$ cat src/rtl/div_sequencer_pkg.sv
// Shared definitions for the RV32M divide sequencer: widths, op and state
// encodings, and small sign helpers used by the sequencer.
package div_sequencer_pkg;

  localparam int XLEN  = 32;
  localparam int CNT_W = 5;

  typedef enum logic [1:0] {
    DIV_OP_DIV  = 2'b00,
    DIV_OP_DIVU = 2'b01,
    DIV_OP_REM  = 2'b10,
    DIV_OP_REMU = 2'b11
  } div_op_e;

  typedef enum logic [1:0] {
    IDLE  = 2'b00,
    ITER  = 2'b01,
    FIXUP = 2'b10,
    DONE  = 2'b11
  } div_state_e;

  // Two's-complement negate when en is set; -0x80000000 stays 0x80000000,
  // which is exactly the magnitude the unsigned core needs.
  function automatic logic [XLEN-1:0] neg_if(input logic [XLEN-1:0] x, input logic en);
    return en ? -x : x;
  endfunction

endpackage

$ cat src/rtl/div_sequencer_if.sv
// EXE-stage handshake between the pipeline and the divide sequencer.
interface div_sequencer_if;
  import div_sequencer_pkg::*;

  logic            start;
  logic [1:0]      op;
  logic [XLEN-1:0] dividend;
  logic [XLEN-1:0] divisor;
  logic            flush;
  logic            div_running;
  logic            result_valid;
  logic [XLEN-1:0] result;

  modport master (
    output start, op, dividend, divisor, flush,
    input  div_running, result_valid, result
  );

  modport slave (
    input  start, op, dividend, divisor, flush,
    output div_running, result_valid, result
  );
endinterface

$ cat src/rtl/div_sequencer_core.sv
// Restoring divide datapath: quotient/remainder registers and one
// compare-subtract-shift step per cycle. Pure datapath, no control.
module div_core
  import div_sequencer_pkg::*;
(
  input  logic            clk,
  input  logic            rst,
  input  logic            load,
  input  logic            step,
  input  logic [XLEN-1:0] load_dividend,
  input  logic [XLEN-1:0] divisor,
  output logic [XLEN-1:0] quotient,
  output logic [XLEN-1:0] remainder
);

  logic [XLEN-1:0] q_r;
  logic [XLEN-1:0] rem_r;
  logic [XLEN:0]   rem_shift;
  logic [XLEN:0]   rem_diff;
  logic            fits;

  // rem_r < divisor keeps rem_shift below 2*divisor, so bit XLEN of the
  // 33-bit difference is a clean borrow flag.
  always_comb begin
    rem_shift = {rem_r, q_r[XLEN-1]};
    rem_diff  = rem_shift - {1'b0, divisor};
    fits      = ~rem_diff[XLEN];
  end

  // NOTE: sequential state uses non-blocking assignments so every register
  // samples pre-edge values regardless of process ordering.
  always_ff @(posedge clk or posedge rst) begin
    if (rst) begin
      q_r   <= '0;
      rem_r <= '0;
    end else if (load) begin
      q_r   <= load_dividend;
      rem_r <= '0;
    end else if (step) begin
      rem_r <= fits ? rem_diff[XLEN-1:0] : rem_shift[XLEN-1:0];
      q_r   <= {q_r[XLEN-2:0], fits};
    end
  end

  assign quotient  = q_r;
  assign remainder = rem_r;

endmodule

$ cat src/rtl/div_sequencer.sv
// RV32M DIV/DIVU/REM/REMU sequencer: FSM, iteration counter, special-case
// detection, sign fixup and the div_running stall status for EXE.
module div_sequencer
  import div_sequencer_pkg::*;
(
  input  logic              clk,
  input  logic              nrst,
  div_sequencer_if.slave    bus
);

  div_state_e        state, next_state;
  logic [CNT_W-1:0]  cnt;
  logic              sel_rem_q;
  logic              neg_q_q;
  logic              neg_r_q;
  logic [XLEN-1:0]   divisor_q;
  logic [XLEN-1:0]   result_q;

  logic              accept;
  logic              is_signed;
  logic              div_zero;
  logic              overflow;
  logic              special;
  logic [XLEN-1:0]   special_res;
  logic [XLEN-1:0]   fixed_res;
  logic [XLEN-1:0]   quotient;
  logic [XLEN-1:0]   remainder;
  logic              running;
  logic              valid;

  // Operand decode on the raw EXE inputs.
  always_comb begin
    is_signed   = ~bus.op[0];
    div_zero    = (bus.divisor == '0);
    overflow    = is_signed && (bus.dividend == {1'b1, {(XLEN-1){1'b0}}})
                            && (bus.divisor == '1);
    special     = div_zero | overflow;
    if (div_zero) special_res = bus.op[1] ? bus.dividend : '1;
    else          special_res = bus.op[1] ? '0 : {1'b1, {(XLEN-1){1'b0}}};
    accept      = (state == IDLE) && bus.start && !bus.flush;
    fixed_res   = sel_rem_q ? neg_if(remainder, neg_r_q) : neg_if(quotient, neg_q_q);
  end

  // NOTE: every register, including the datapath ones, is cleared by reset so
  // result reads 0 immediately and no X can leak into EXE forwarding.
  always_ff @(posedge clk or posedge nrst) begin
    if (nrst) state <= IDLE;
    else      state <= next_state;
  end

  // NOTE: next_state gets a default before the case so no path infers a latch.
  always_comb begin
    next_state = state;
    if (bus.flush) begin
      next_state = IDLE;
    end else begin
      case (state)
        IDLE:    if (accept) next_state = special ? DONE : ITER;
        ITER:    if (cnt == '0) next_state = FIXUP;
        FIXUP:   next_state = DONE;
        DONE:    next_state = IDLE;
        default: next_state = IDLE;
      endcase
    end
  end

  // Reset gates the combinational terms so the stall drops at once even
  // while EXE still holds start.
  always_comb begin
    running = 1'b0;
    valid   = 1'b0;
    if (!nrst && !bus.flush) begin
      running = (state == ITER) || (state == FIXUP) || ((state == IDLE) && bus.start);
      valid   = (state == DONE);
    end
  end

  always_ff @(posedge clk or posedge nrst) begin
    if (nrst) begin
      cnt       <= '0;
      sel_rem_q <= 1'b0;
      neg_q_q   <= 1'b0;
      neg_r_q   <= 1'b0;
      divisor_q <= '0;
      result_q  <= '0;
    end else begin
      if (accept) begin
        cnt       <= CNT_W'(XLEN - 1);
        sel_rem_q <= bus.op[1];
        neg_q_q   <= is_signed & (bus.dividend[XLEN-1] ^ bus.divisor[XLEN-1]);
        neg_r_q   <= is_signed & bus.dividend[XLEN-1];
        divisor_q <= neg_if(bus.divisor, is_signed & bus.divisor[XLEN-1]);
      end else if (state == ITER) begin
        cnt <= cnt - 1'b1;
      end
      // Loaded only on a real entry into DONE, so a flushed op leaves it alone.
      if (next_state == DONE)
        result_q <= (state == IDLE) ? special_res : fixed_res;
    end
  end

  div_core u_core (
    .clk           (clk),
    .rst           (nrst),
    .load          (accept),
    .step          (state == ITER),
    .load_dividend (neg_if(bus.dividend, is_signed & bus.dividend[XLEN-1])),
    .divisor       (divisor_q),
    .quotient      (quotient),
    .remainder     (remainder)
  );

  assign bus.div_running  = running;
  assign bus.result_valid = valid;
  assign bus.result       = result_q;

endmodule
$ cat src/flat_wrapper.sv
// flat-port wrapper written by rule: the top's interface ports become plain ports
module div_sequencer_flat import div_sequencer_pkg::*;
  (clk, nrst, bus_start, bus_op, bus_dividend, bus_divisor, bus_flush, bus_div_running, bus_result_valid, bus_result);
  div_sequencer_if bus_i ();
  input  logic clk;
  input  logic nrst;
  input wire logic [$bits(bus_i.start)-1:0] bus_start;
  input wire logic [$bits(bus_i.op)-1:0] bus_op;
  input wire logic [$bits(bus_i.dividend)-1:0] bus_dividend;
  input wire logic [$bits(bus_i.divisor)-1:0] bus_divisor;
  input wire logic [$bits(bus_i.flush)-1:0] bus_flush;
  output wire logic [$bits(bus_i.div_running)-1:0] bus_div_running;
  output wire logic [$bits(bus_i.result_valid)-1:0] bus_result_valid;
  output wire logic [$bits(bus_i.result)-1:0] bus_result;
  assign bus_i.start = bus_start;
  assign bus_i.op = bus_op;
  assign bus_i.dividend = bus_dividend;
  assign bus_i.divisor = bus_divisor;
  assign bus_i.flush = bus_flush;
  assign bus_div_running = bus_i.div_running;
  assign bus_result_valid = bus_i.result_valid;
  assign bus_result = bus_i.result;
  div_sequencer u_core (.clk(clk), .nrst(nrst), .bus(bus_i));
endmodule
$ cat config.mk
export PLATFORM = sky130hd
export DESIGN_NAME = div_sequencer_flat
export DESIGN_NICKNAME = d
export VERILOG_FILES = /design/src/rtl/div_sequencer_pkg.sv /design/src/rtl/div_sequencer_if.sv /design/src/rtl/div_sequencer_core.sv /design/src/rtl/div_sequencer.sv /design/src/flat_wrapper.sv
export SDC_FILE = /design/constraint.sdc
export NUM_CORES = 1
export LEC_CHECK = 0
export BUFFER_PORTS_ARGS = -buffer_cell sky130_fd_sc_hd__clkbuf_2
export CAP_MARGIN = 40
export CORE_ASPECT_RATIO = 0.8
export CORE_UTILIZATION = 30
export CTS_BUF_LIST = sky130_fd_sc_hd__clkbuf_4 sky130_fd_sc_hd__clkbuf_8
export DETAILED_ROUTE_END_ITERATION = 6
export PLACE_DENSITY = 0.58
export SLEW_MARGIN = 20
export SYNTH_ARGS = -nofsm -noshare
export SYNTH_HDL_FRONTEND = slang
export SYNTH_HIERARCHICAL = 1
export SYNTH_SLANG_ARGS = --single-unit
$ cat constraint.sdc
create_clock -name clk -period 3.2 [get_ports clk]
set_clock_uncertainty 0.05 [all_clocks]
set_input_delay 0.32 -clock clk [delete_from_list [all_inputs] [get_ports clk]]
set_output_delay 0.32 -clock clk [all_outputs]
set_load 0.03 [all_outputs]
==> results of run 1 <==
==> worst max-delay path: cells and delay by family (launching register included) <==
family / cells / cell delay [ps]
AO/OA/AOI/OAI: 6 / 1210
buffers and inverters: 6 / 720
adder cells (fa/ha/maj): 2 / 530
flip-flops: 1 / 380
AND/OR/NAND/NOR: 3 / 290
==> cell type report <==
class / instances / area [um^2] / share of cell area, %
clock buffer: 19 / 249.0 / 1.796
clock inverter: 13 / 145.1 / 1.047
inverter: 61 / 230.2 / 1.661
multi-input combinational: 1098 / 7585 / 54.71
sequential: 138 / 3453 / 24.91
tap: 487 / 609.3 / 4.395
timing repair buffer: 229 / 1593 / 11.49
==> cells by family after synthesis <==
group / count (synthesis) / share of synthesized area [%]
AO/OA/AOI/OAI: 425 / 24.42
XOR/XNOR: 139 / 10.72
adder cells (fa/ha/maj): 44 / 4.915
buffers and inverters: 133 / 4.738
flip-flops: 138 / 30.41
multiplexers: 64 / 5.796
AND/OR/NAND/NOR: 425 / 19.00
==> report_power, final <==
| part | switching, mW | total [mW] | internal (mW) |
|---|---|---|---|
| clock | 0.822 | 1.54 | 0.718 |
| sequential | 0.817 | 3.40 | 2.58 |
| combinational | 7.01 | 12.2 | 5.17 |
| total | 8.65 | 17.1 | 8.47 |
==> per-layer routing <==
layer	up-vias	GRT usage, %
met5	-	0
met2	446	30.69
met1	5485	29.82
li1	5405	-
met4	0	6.337
met3	61	3.342
==> metrics by stage <==
step	cell area, um^2	hold WS [ps]
finish	13860	64.28
global route	13860	63.97
CTS	13580	44.93
detailed placement	13100	231.1
global placement	13100	229.2
floorplan	11350	340.3
==> worst max path at each step <==
stage | start | endpoint
6_report | u_core/u_core/quotient[31] | u_core/u_core/remainder[14]
5_1_grt | u_core/u_core/quotient[31] | u_core/u_core/remainder[28]
4_1_cts | u_core/u_core/quotient[31] | u_core/u_core/remainder[28]
3_5_place_dp | u_core/u_core/quotient[31] | u_core/u_core/remainder[7]
3_3_place_gp | u_core/u_core/quotient[31] | u_core/u_core/remainder[28]
2_1_floorplan | u_core/u_core/quotient[31] | u_core/u_core/remainder[18]
==> cells in the mapped netlist (6+ instances only) <==
cell      instances  area [um^2]
nor3_1           24        120.1
nand4_1          24        150.1
or4_1            15        112.6
nor2_1           99        371.6
buf_2             9        45.04
nor2b_1           8        50.05
o211ai_1         10        75.07
and2_1            9        56.30
o21ai_1           6        30.03
o41ai_1          21        183.9
o21a_1            7        52.55
a21o_1           17        127.6
inv_1            60        225.2
xor2_1           47        411.6
nor4_1           27        168.9
a21oi_1          77        385.4
or3_1            21        131.4
o31ai_1          33        247.7
xnor2_1          92        805.8
ha_1             43        538.0
nand2b_1         13        81.33
o21ai_0         126        630.6
a31oi_1          32        200.2
or2_2             6        37.54
nand2_1         129        484.2
mux2_1            7        78.83
clkbuf_1         53        198.9
nand3_1          20        100.1
dfrtp_1         138         3453
a22oi_1          16        120.1
o22ai_1           9        56.30
mux2_2            7        78.83
a211oi_1         24        180.2
mux2i_1          50        500.5
==> timing repair <==
| item | CTS | global route |
|---|---|---|
| hold endpoints to repair | 44 | 0 |
| endpoints found under the setup margin | 29 | 33 |
| buffers inserted | 3 | 7 |
| pin swaps | 4 | 33 |
| cloned | 2 | 1 |
| hold buffers | 1 | 0 |
| resized for setup | 11 | 47 |
==> sequential cells by signal, indices dropped and copies added (netlist names) <==
signal / cells
u_core/neg_q_q: 1
u_core/neg_r_q: 1
u_core/cnt: 5
u_core/sel_rem_q: 1
u_core/u_core/quotient: 32
u_core/bus.result: 32
u_core/u_core/remainder: 32
u_core/state: 2
u_core/divisor_q: 32
==> summary.md, run 1 <==
| Metric | Value |
|---|---|
| Status | complete, but fails checks |
| Failing checks | design-rule violations, negative setup slack |
| Synth Flop Type | dfrtp_1 |
| Syn_nets | 1482 |
| Period utilization | 103.2% |
| Final WS setup | -103.7 ps |
| Routed via count | 11400 |
| Initial antenna violation count | 2 |
| Setup_tns | -343.5 ps |
| Global route total overflow | 0 |
| Syn Inst Count | 1368 |
| CTS tree | yes |
| IO Count | 104 |
| Crit-path max cell delay | 380 ps |
| WL final | 39530 um |
| Final hold viol count | 0 |
| RR Endpoint | u_core/u_core/remainder[14] |
| Cell chain of the critical path | inv_1 > ha_2 > inv_2 > fa_2 > a21oi_2 > nand4b_1 > a2111oi_4 > o211ai_2 > a2111oi_4 > buf_4 > a311oi_4 > buf_4 > buf_12 > buf_6 > nor2_4 > a211oi_2 > nor3_1 |
| Highest Signal Layer | met4 |
| TritonCTS Buffers | 17 |
| Power Density | 1235 nW/um^2 |
| Critical Path Sink Type | register |
| Metal2 WL | 17380 um |
| Die area | 38640 um^2 |
| Final setup fails | 6 |
| RSZ-0062 raised after global routing | true |
| # DRC | 2 |
| Number of global-route vias before repair | 10760 |
| Unique masters post-synth | 77 |
| Non-Filler Instances | 2045 |
| DP HPWL | 29920 um |
| Area grow syn2layout | 22.10% |
| Synth Cell Area | 11350 um^2 |
| Max Root-Sink Buffers | 2 |
| Core area | 37210 um^2 |
| Row count | 63 |
| Wire per inst | 19.33 um |
| Placed insts | 1999 |
| Overall Power | 17.13 mW |
| Clock root cell | clkbuf_8 |
| Slew Limit Fails | 0 |
| Die width | 219.5 um |
| Routed vias/inst | 5.573 |
| Worst hold path startpoint | bus_flush |
| Critical Path RT | 3480 ps |
| DR iter-0 viols | 899 |
| R2R Path Start | u_core/u_core/quotient[31] |
| Reg-to-reg setup timing slack | -100 ps |
| H-tree levels | 4 |
| Mean area per synthesized cell | 8.300 um^2 |
| Die Y | 176.0 um |
| I/O Buffers | 103 |
| Slew HR | 53.65% |
| Synthesis-stage register bit count | 138 |
| Gpl congestion | 0.8914 |
| Worst Max-Slew Pin Slew | 688.9 ps |
| HP Class | input port to register |
| First-pass DRT Iterations | 7 |
| CTS Sinks | 138 |
| Ys async rst share | 100.0% |
| Arr. time, crit path | 3580 ps |
| # fillers | 3825 |
| EDFF count, synth | 0 |
| Period minus WS final | 3304 ps |
| Largest net degree at the start of global routing | 96 |
| Peak VDD IR | 572.7 uV |
| Hold path endpoint | u_core/state[1] |
| Diodes inserted | 0 |
| Worst-Skew Late Latency | 470 ps |
| WS Path Type | register to register |
| Hold path depth | 2 |
| Register area share after synthesis | 30.41% |
| # nets final | 1659 |
| First-pass GRT wire length | 61490 um |
| Leading cell types in the layout, fill and taps excluded | 138 x dfrtp_1, 126 x nand2_1, 126 x o21ai_0 |
| Max-Cap Viols | 0 |
| Pre-CTS setup slack | -126.4 ps |
| CP max-delay cell | dfrtp_1 |
| CP Launch Type | register |
| Met1 Wirelength | 18270 um |
| Worst Reg2Reg Path Length in Cells | 17 |
| Clk slew on worst S/H paths | 80 ps |
| Ys Warns | 6 |
| Worst Path Max Fanout | 6 |
| Layout cells sized above 1 | 21.63% |
| Total routing usage reported by global routing | 20.49% |
| P_leak | 5.737 nW |
| Met3 wire len | 2850 um |
| Most common cell after layout, fill and taps aside | dfrtp_1 |
| FMAX | 302.7 MHz |
| Finished Core Util | 37.26% |
| Starting Density | 30.52% |
| Final ANT Viol Nets | 0 |
No activity file was read; power rests on OpenSTA's default activity.
==> run 2: changes to the inputs <==
PLACE_DENSITY = 0.56   (was 0.58)
clock period = 3.9 ns   (was 3.2 ns; I/O delays follow)
==> summary.md, run 2 (same netlist as run 1, synthesis figures left out) <==
| Metric | Value |
|---|---|
| # fillers | 3989 |
| Final WS setup | 309.8 ps |
| Slew HR | 36.81% |
| IO Count | 104 |
| Row count | 63 |
| HP Class | input port to register |
| Worst Max-Slew Pin Slew | 939.1 ps |
| Worst-Skew Late Latency | 480 ps |
| # nets final | 1570 |
| Layout cells sized above 1 | 14.23% |
| CTS tree | yes |
| DP Area | 12480 um^2 |
| DP HPWL | 29580 um |
| Final setup fails | 0 |
| Period minus WS final | 3590 ps |
| Status | finished clean |
| Critical Path RT | 4220 ps |
| Clock root cell | clkbuf_8 |
| Global route total overflow | 0 |
| Gpl congestion | 0.8923 |
| Area grow syn2layout | 14.39% |
| H-tree levels | 4 |
| WL final | 38390 um |
| Clk slew on worst S/H paths | 100 ps |
| Max-Cap Viols | 0 |
| Number of global-route vias before repair | 10240 |
| Max Root-Sink Buffers | 2 |
| Post-CTS sizing | 0 |
| FMAX | 278.5 MHz |
| Die width | 219.5 um |
| Final hold viol count | 0 |
| Initial antenna violation count | 0 |
| Non-Filler Instances | 1957 |
| Final instance area | 12990 um^2 |
| TritonCTS Buffers | 17 |
| CTS Sinks | 138 |
| DR iter-0 viols | 1122 |
| Pre-CTS setup slack | 438.9 ps |
| Routed vias/inst | 5.579 |
| # DRC | 0 |
| Total routing usage reported by global routing | 20.13% |
| Period utilization | 92.06% |
| CP Launch Type | register |
| Final ANT Viol Nets | 0 |
| Worst Path Max Fanout | 11 |
| Placed insts | 1922 |
| Wire per inst | 19.62 um |
| WS Path Type | register to register |
| Starting Density | 30.52% |
| Core area | 37210 um^2 |
| I/O Buffers | 103 |
| Power Density | 972.2 nW/um^2 |
| Finished Core Util | 34.91% |
| Routed via count | 10920 |
| Die Y | 176.0 um |
| Leading cell types in the layout, fill and taps excluded | 138 x dfrtp_1, 129 x nand2_1, 126 x o21ai_0 |
| Peak VDD IR | 456.6 uV |
| Slew Limit Fails | 0 |
| Critical Path Sink Type | register |
| Arr. time, crit path | 3910 ps |
| Setup Buffers After CTS | 0 |
| # hold bufs at CTS | 1 |
| First-pass GRT wire length | 60060 um |
| P_leak | 5.294 nW |
| First-pass DRT Iterations | 5 |
| Largest net degree at the start of global routing | 70 |
| Most common cell after layout, fill and taps aside | dfrtp_1 |
| RSZ-0062 raised after global routing | false |
| Setup_tns | 0 ps |
| Die area | 38640 um^2 |
-- run 2: cell types whose count changed in the layout (fill, tap and decap cells not counted), sizes merged --
cell,change
clkbuf,+1
inv,-3
a311oi,-1
bufinv,+3
clkinvlp,-2
buf,-87
diode,+1
-- run 2: worst max-delay path, stage by stage, from the launching register on --
cell and delay, ps:
dfrtp_1 440, inv_1 90, ha_1 220, inv_1 70, fa_1 220, a21oi_1 90, nand4b_1 260, a2111oi_4 420
o211ai_2 170, a2111oi_4 420, a311oi_4 70, buf_4 190, a2111oi_0 410, a221oi_1 100, a211oi_1 270
-- run 2: power breakdown --
part,switching [mW],internal (mW)
clock,0.630,0.829
combinational,4.92,3.23
sequential,0.906,2.11
-- run 2: worst paths after layout --
| path | depth (start not counted) | endpoint | slack, ps | start |
|---|---|---|---|---|
| max | 14 | u_core/u_core/remainder[18] | 310 | u_core/u_core/quotient[31] |
| min | 2 | u_core/state[1] | 130 | bus_flush |
| max reg2reg | 14 | u_core/u_core/remainder[18] | 310 | u_core/u_core/quotient[31] |
| max in group asynchronous | 5 | u_core/u_core/remainder[7] | 2380 | nrst |
| min reg2reg | 2 | u_core/divisor_q[25] | 440 | u_core/divisor_q[25] |
| min in group asynchronous | 3 | u_core/cnt[3] | 370 | nrst |
-- run 2: cell type report --
class / instances / area, um^2 / area share (%)
Multi-Input combinational cell: 1097 / 7386 / 56.86
Antenna cell: 1 / 2.502 / 0.01927
Clock inverter: 11 / 190.2 / 1.464
Inverter: 61 / 230.2 / 1.772
Sequential cell: 138 / 3453 / 26.59
Clock buffer: 21 / 289.0 / 2.225
Tap cell: 487 / 609.3 / 4.691
Timing Repair Buffer: 141 / 828.3 / 6.377
-- run 2: per-stage QoR --
| stage | total power, mW | hold WS [ps] |
|---|---|---|
| 2_1_floorplan | 8.843 | 398.5 |
| 3_3_place_gp | 10.99 | 415.7 |
| 3_5_place_dp | 11.04 | 379.2 |
| 4_1_cts | 12.56 | 105.0 |
| 5_1_grt | 13.65 | 130.3 |
| 6_report | 12.63 | 133.1 |
-- run 2: metal layers --
metal	vias to the layer above	share of wire [%]	global-route usage, %	wire [um]
met5	-	0	0	0
met4	0	2.1	6.163	822
met3	47	7.2	4.479	2783
met2	401	42	28.93	16250
met1	5249	48	29.58	18530
li1	5222	-	-	-
==> run 3: changes to the inputs <==
CORE_UTILIZATION = 28   (was 30)
PLACE_DENSITY = 0.54   (was 0.56)
TNS_END_PERCENT = 100   (was not set)
==> summary.md, run 3 (same netlist as run 1, synthesis figures left out) <==
| Metric | Value |
|---|---|
| Status | finished clean |
| Routed via count | 11110 |
| Largest net degree at the start of global routing | 74 |
| Routed vias/inst | 5.473 |
| Global route total overflow | 0 |
| IO Count | 104 |
| CTS tree | yes |
| Non-Filler Instances | 2030 |
| Slew HR | 41.46% |
| Final instance area | 13170 um^2 |
| First-pass DRT Iterations | 7 |
| Post-CTS sizing | 0 |
| Period utilization | 93.09% |
| Diodes inserted | 0 |
| Final hold viol count | 0 |
| # DRC | 0 |
| CP Launch Type | register |
| Critical Path Sink Type | register |
| Setup_tns | 0 ps |
| Overall Power | 12.82 mW |
| P_leak | 5.383 nW |
| Period minus WS final | 3631 ps |
| Initial antenna violation count | 1 |
| Final ANT Viol Nets | 0 |
| Core area | 39690 um^2 |
| Peak VDD IR | 474.7 uV |
| Starting Density | 28.61% |
| Area grow syn2layout | 16.02% |
| Worst-Skew Late Latency | 500 ps |
| GR met3 Demand/Resource | 2.512% |
| WS Path Type | register to register |
| Number of global-route vias before repair | 10470 |
| Max Root-Sink Buffers | 2 |
| FMAX | 275.4 MHz |
| Arr. time, crit path | 3950 ps |
| GR Layer Usage met2 | 29.87% |
| DP HPWL | 30240 um |
| Power Density | 972.9 nW/um^2 |
| TritonCTS Buffers | 17 |
| Most common cell after layout, fill and taps aside | dfrtp_1 |
| Placed insts | 1990 |
| H-tree levels | 4 |
| First-pass GRT wire length | 61880 um |
| HP Class | input port to register |
| Worst Max-Slew Pin Slew | 876.3 ps |
| Global routing's busiest layer | met2 |
| Row count | 65 |
| I/O Buffers | 103 |
| Clock root cell | clkbuf_8 |
| Hold WS | 139.0 ps |
| RSZ-0062 raised after global routing | false |
| Critical Path RT | 4220 ps |
| Slew Limit Fails | 0 |
| Die width | 227.1 um |
| Layout cells sized above 1 | 15.60% |
| DR iter-0 viols | 1061 |
| Gpl congestion | 0.8787 |
| Die Y | 182.1 um |
| # nets final | 1595 |
| Finished Core Util | 33.19% |
| DP Area | 12700 um^2 |
| Final WS setup | 269.4 ps |
| Leading cell types in the layout, fill and taps excluded | 138 x dfrtp_1, 129 x nand2_1, 126 x o21ai_0 |
| WL final | 39620 um |
| Die area | 41370 um^2 |
| Max-Cap Viols | 0 |
| M1 GR Usage | 28.37% |
| Total routing usage reported by global routing | 19.28% |
| CTS Sinks | 138 |
| Pre-CTS setup slack | 258.2 ps |
| Wire per inst | 19.52 um |
| Final setup fails | 0 |
| Clk slew on worst S/H paths | 80 ps |
| # fillers | 4250 |
| Worst Path Max Fanout | 24 |
## run 3: final timing paths
kind / from / depth (start not counted) / slack [ps] / endpoint
min reg2reg: u_core/divisor_q[31] / 2 / 430 / u_core/divisor_q[31]
max in group asynchronous: nrst / 5 / 2610 / u_core/u_core/remainder[15]
max reg2reg: u_core/u_core/quotient[31] / 16 / 270 / u_core/u_core/remainder[28]
min: bus_flush / 2 / 140 / u_core/state[0]
max: u_core/u_core/quotient[31] / 16 / 270 / u_core/u_core/remainder[28]
min in group asynchronous: nrst / 3 / 380 / u_core/u_core/remainder[20]
## run 3: layer usage
metal,vias up,routed length [um]
met3,42,2062
met1,5415,19350
li1,5273,-
met2,380,17680
met5,-,0
met4,0,527
## run 3: critical path: stages, from the launching register on
cell	delay (ps)
dfrtp_1	350
inv_1	50
ha_1	200
inv_1	70
fa_1	210
a21oi_1	90
nand4b_1	250
a2111oi_4	450
o211ai_2	180
a2111oi_4	420
a311oi_4	70
buf_4	200
buf_4	150
buf_12	150
a211oi_1	250
a31oi_1	70
a311oi_1	300
## run 3: layout make-up
class	instances	area [um^2]	area share, %
multi-input combinational	1097	7382	56.04
inverter	61	229.0	1.738
sequential	138	3453	26.21
clock buffer	18	241.5	1.833
timing repair buffer	166	1026	7.788
clock inverter	14	171.4	1.301
tap	536	670.6	5.091
## run 3: report_power, final
part	switching (mW)	internal, mW
Clock	0.668	0.642
Combinational	5.19	3.46
Sequential	0.748	2.12
Total	6.60	6.21
## run 3: repair_timing
| item | 4_1_cts | 5_1_grt |
|---|---|---|
| hold buffers | 1 | 0 |
| hold endpoints to repair | 27 | 0 |
| setup endpoints to repair | 0 | 3 |
| buffers inserted | 0 | 6 |
